[config.mk]
export PLATFORM = sky130hd
export DESIGN_NAME = mux_scan
export DESIGN_NICKNAME = d
export VERILOG_FILES = /design/src/rtl/mux_scan.sv
export SDC_FILE = /design/constraint.sdc
export NUM_CORES = 1
export LEC_CHECK = 0
export CAP_MARGIN = 20
export CORE_AREA = 2 2 39 41
export DETAILED_ROUTE_END_ITERATION = 12
export DIE_AREA = 0 0 41 43
export DONT_BUFFER_PORTS = 1
export PLACE_DENSITY_LB_ADDON = 0.25
export SYNTH_ARGS = -nofsm -noshare
export SYNTH_HDL_FRONTEND = slang
export SYNTH_SLANG_ARGS = --single-unit
[constraint.sdc]
create_clock -name clock -period 4.6 [get_ports clock]
set_input_delay 0.46 -clock clock [delete_from_list [all_inputs] [get_ports clock]]
set_output_delay 0.46 -clock clock [all_outputs]
set_load 0.01 [all_outputs]
[src/rtl/mux_scan.sv]
// mux_scan: registered CHANNELS-to-1 word multiplexer for display paths.
// The channel comes from `sel` in manual mode. In auto mode the channels are
// scanned round-robin: the block dwells DWELL cycles on each channel, and
// `hold` freezes both the channel and the dwell count.
// data_out always carries the live data of the channel reported on chan_out.
module mux_scan #(
  parameter int WIDTH    = 4,
  parameter int CHANNELS = 4,
  parameter int SEL_W    = 2,
  parameter int DWELL    = 4,
  parameter int CNT_W    = 3
) (
  input  logic                      clock,
  input  logic                      reset,
  input  logic [CHANNELS*WIDTH-1:0] data_in,
  input  logic                      mode,
  input  logic [SEL_W-1:0]          sel,
  input  logic                      hold,
  output logic [WIDTH-1:0]          data_out,
  output logic [SEL_W-1:0]          chan_out,
  output logic                      step
);

  typedef enum logic [1:0] {
    S_MAN  = 2'd0,
    S_AUTO = 2'd1,
    S_HOLD = 2'd2
  } state_t;

  localparam logic [CNT_W-1:0] CNT_LAST  = CNT_W'(DWELL - 1);
  localparam logic [SEL_W-1:0] CHAN_LAST = SEL_W'(CHANNELS - 1);

  state_t                         state, state_next;
  logic [CNT_W-1:0]               cnt, cnt_cur, cnt_next;
  logic [SEL_W-1:0]               chan_next;
  logic                           step_next;
  logic                           sel_ok;
  logic [CHANNELS-1:0][WIDTH-1:0] chans;

  // Channel k occupies data_in[k*WIDTH +: WIDTH], so the flat bus maps
  // directly onto a packed array of words.
  assign chans  = data_in;
  assign sel_ok = (32'(sel) < 32'(CHANNELS));

  // State register: records which mode was in force on the last edge.
  always_ff @(posedge clock or posedge reset) begin
    if (reset) state <= S_MAN;
    else       state <= state_next;
  end

  // Next state: decoded from the current mode/hold inputs only.
  always_comb begin
    state_next = S_MAN;
    if (mode) state_next = hold ? S_HOLD : S_AUTO;
  end

  // Next channel, dwell count and step pulse. This process acts on the
  // incoming state, so a mode change takes effect on the same edge.
  // A scan that starts from manual always begins with a fresh dwell count.
  always_comb begin
    cnt_cur   = (state == S_MAN) ? '0 : cnt;
    chan_next = chan_out;
    cnt_next  = cnt_cur;
    step_next = 1'b0;
    case (state_next)
      S_MAN: begin
        cnt_next = '0;
        if (sel_ok) chan_next = sel;
      end
      S_AUTO: begin
        if (cnt_cur == CNT_LAST) begin
          cnt_next  = '0;
          chan_next = (chan_out == CHAN_LAST) ? '0 : chan_out + 1'b1;
          step_next = 1'b1;
        end else begin
          cnt_next = cnt_cur + 1'b1;
        end
      end
      default: ; // S_HOLD: channel and count frozen, no step
    endcase
  end

  // Output and dwell registers. data_out is re-sampled on every edge, so a
  // held channel still shows live input data.
  always_ff @(posedge clock or posedge reset) begin
    if (reset) begin
      cnt      <= '0;
      chan_out <= '0;
      data_out <= '0;
      step     <= 1'b0;
    end else begin
      cnt      <= cnt_next;
      chan_out <= chan_next;
      data_out <= chans[chan_next];
      step     <= step_next;
    end
  end

endmodule
==> results.cfg <==
[run_status]
status = finished clean

[yosys]
synth_compound_area_share_pct = 8.04
ys_ff_latch = 12
synth_cell_types = 20
yosysWarningCount = 0
synth_area_leaders = dfrtp_1 (49%), mux2i_1 (21%), ha_1 (4.1%)
synth.area.mux_share_pct = 21.4
syn-cell-area_um2 = 607
avgSynthCellArea_um2 = 11.7
synthesis.nets = 76
yosysTopAreaCell = dfrtp_1
netlist_instances = 52
synth-simple-area-share_pct = 10.9
synth_top_area_share_pct = 49.5
synthAdderAreaFrac_pct = 4.12
ys_seq_area_share_pct = 49.5
synth_top_family_by_area = multiplexers
synth_xor_area_share_pct = 1.44

[grt]
grt_util_met3_pct = 1.57
grt.total_usage_pct = 13.8
grtUsageMet2_pct = 19.4
grt_pass1_wl_um = 1590
grt_overflow = 0
antenna_found_initial = 0
met1_usage_pct = 17.6
grt_max_degree = 13
grt_pass1_vias = 383
grt_busiest_layer = met2

[power_and_ir_drop]
p_leak_nw = 0.326
powerDensity_nw_per_um2 = 356
vdd_drop_max_uv = 128

[detailed_routing]
wire_per_inst_um = 13.7
antenna_left = 0
wl_um = 959
dr.pass1.iters = 4
vias_per_cell = 5.43
drtIter0Drc = 4
vias = 380
drcViolationCount = 0

[final_layout]
diodes = 0
final_common_cell = mux2i_1
fin_area_um2 = 651
final_cell_mix = mux2i_1 (13), dfrtp_1 (12), and2_1 (3), nor2_1 (3), clkbuf_4 (3)
syn2layout_area_growth_pct = 7.22
nets = 79
drive_gt1_share_pct = 11.1

[min_path]
hp-class = input pin to asynchronous set/reset pin

[clock_tree]
numCtsBuffers = 3
ctsHoldBuffers = 0
cts_max_path_buffers = 2
cts_sinks = 12
cts_resized = 0
clockRootBuffer = clkbuf_4
cts_tree = built
htree_levels = 1
clk_pin_slew_ps = 80
postCtsSetupBuffers = 0
insertion_delay_ps = 270

[timing]
finalSetupTns_ps = 0
worst_clock_skew_ps = 3.24
worst_slew_pin_slew_ps = 439
grt_setup_unrepaired = false
setup_viol = 0
max_freq_mhz = 470
fin_ws_ps = 2470
fin_crit_sh_pct = 46.2
slew_headroom_pct = 70.7
hold_viol_final = 0
finalHoldWorstSlack_ps = 67.5
fin_crit_ps = 2130
slew_violations = 0

[worst_setup_path]
crit_slowest_cell = or4_1
crit_chain = o21a_1 -> ha_1 -> nand2b_1 -> or4_1 -> a31oi_1 -> buf_4 -> mux2i_1 -> mux2i_1
crit_arrival_ps = 2280
crit_fanout = 8
slowest_delay_ps = 410
worstPathRequired_ps = 4750
worst_setup_path_end_kind = flop
cp_common_cell = mux2i_1
critPathKind = flop to flop
worstSetupStartpointType = flop

[floorplan]
die_x_um = 41
core-area_um2 = 1380
die-height_um = 43
start_util_pct = 43.9
io_pins = 29
row_count = 14
dieArea_um2 = 1760

[placed_design]
placed_cell_area_um2 = 607
dpl_worst_slack_ps = 2050
port_buffers = 0
hpwlAfterDp_um = 714
gp_congestion = 0.784

[run]
maxCapViolations = 0
metal layers:
| layer | part of all wire (%) | vias up |
|---|---|---|
| met5 | 0 | - |
| met3 | 7.1 | 2 |
| met1 | 42 | 176 |
| met2 | 49 | 20 |
| met4 | 2.0 | 0 |
| li1 | - | 182 |
area by class of cell:
class,instances,area (um^2)
clock buffer,4,36.3
inverter,2,7.51
sequential,12,300
timing repair buffer,1,7.51
tap,16,20.0
multi-input combinational,35,279
fill,129,733
cells in the mapped netlist:
library cell  instances
nor2b_1               2
and3_1                1
clkbuf_1              1
buf_2                 1
nor2_1                3
o21ai_0               2
mux2i_1              13
ha_1                  2
buf_6                 1
o21a_2                1
and2_1                3
nand2b_1              1
dfrtp_1              12
a31o_1                1
xnor2_1               1
or4_1                 1
inv_1                 2
nand2_1               1
o21a_1                2
a31oi_1               1
where the power goes:
part / total (W) / internal [W] / switching [W]
Clock: 0.0000847 / 0.0000481 / 0.0000367
Combinational: 0.0000256 / 0.0000134 / 0.0000121
Sequential: 0.000122 / 0.000114 / 0.00000790
registers in the layout (all words and copies together), names as in the netlist:
| register | flops |
|---|---|
| chan_out | 2 |
| cnt | 3 |
| data_out | 4 |
| state | 2 |
| step | 1 |
kinds of logic after synthesis:
group | count (synthesis)
simple gates | 12
fa+ha+maj | 2
compound gates | 7
flops | 12
buf+inv | 5
mux | 13
xor+xnor | 1
worst max-delay path: cells and delay by family (launching register included):
kind | cells | cell delay (ps)
AOI/OAI and AO/OA | 2 | 460
and+or+nand+nor | 2 | 510
muxes | 2 | 290
adders and majority gates | 1 | 140
DFF | 1 | 370
buffers and inverters | 1 | 240
worst paths after layout:
kind | start | end | slack [ps] | cells after the start
max in group asynchronous | reset | cnt[2] | 4230 | 1
worst min register to register | cnt[1] | cnt[1] | 680 | 3
worst max-delay path | state[1] | data_out[2] | 2470 | 8
worst max register to register | state[1] | data_out[2] | 2470 | 8
worst min-delay path | reset | data_out[0] | 70 | 1
min in group clock | hold | state[0] | 240 | 1
through the flow:
stage,util (%),instances,power [W]
floorplan,-,52,0.000147
global placement,43.9,65,0.000149
detailed placement,43.9,65,0.000149
CTS,46.5,69,0.000233
global route,47.0,70,0.000244
finish,47.0,70,0.000232
Power figures use the tool's default switching activity.
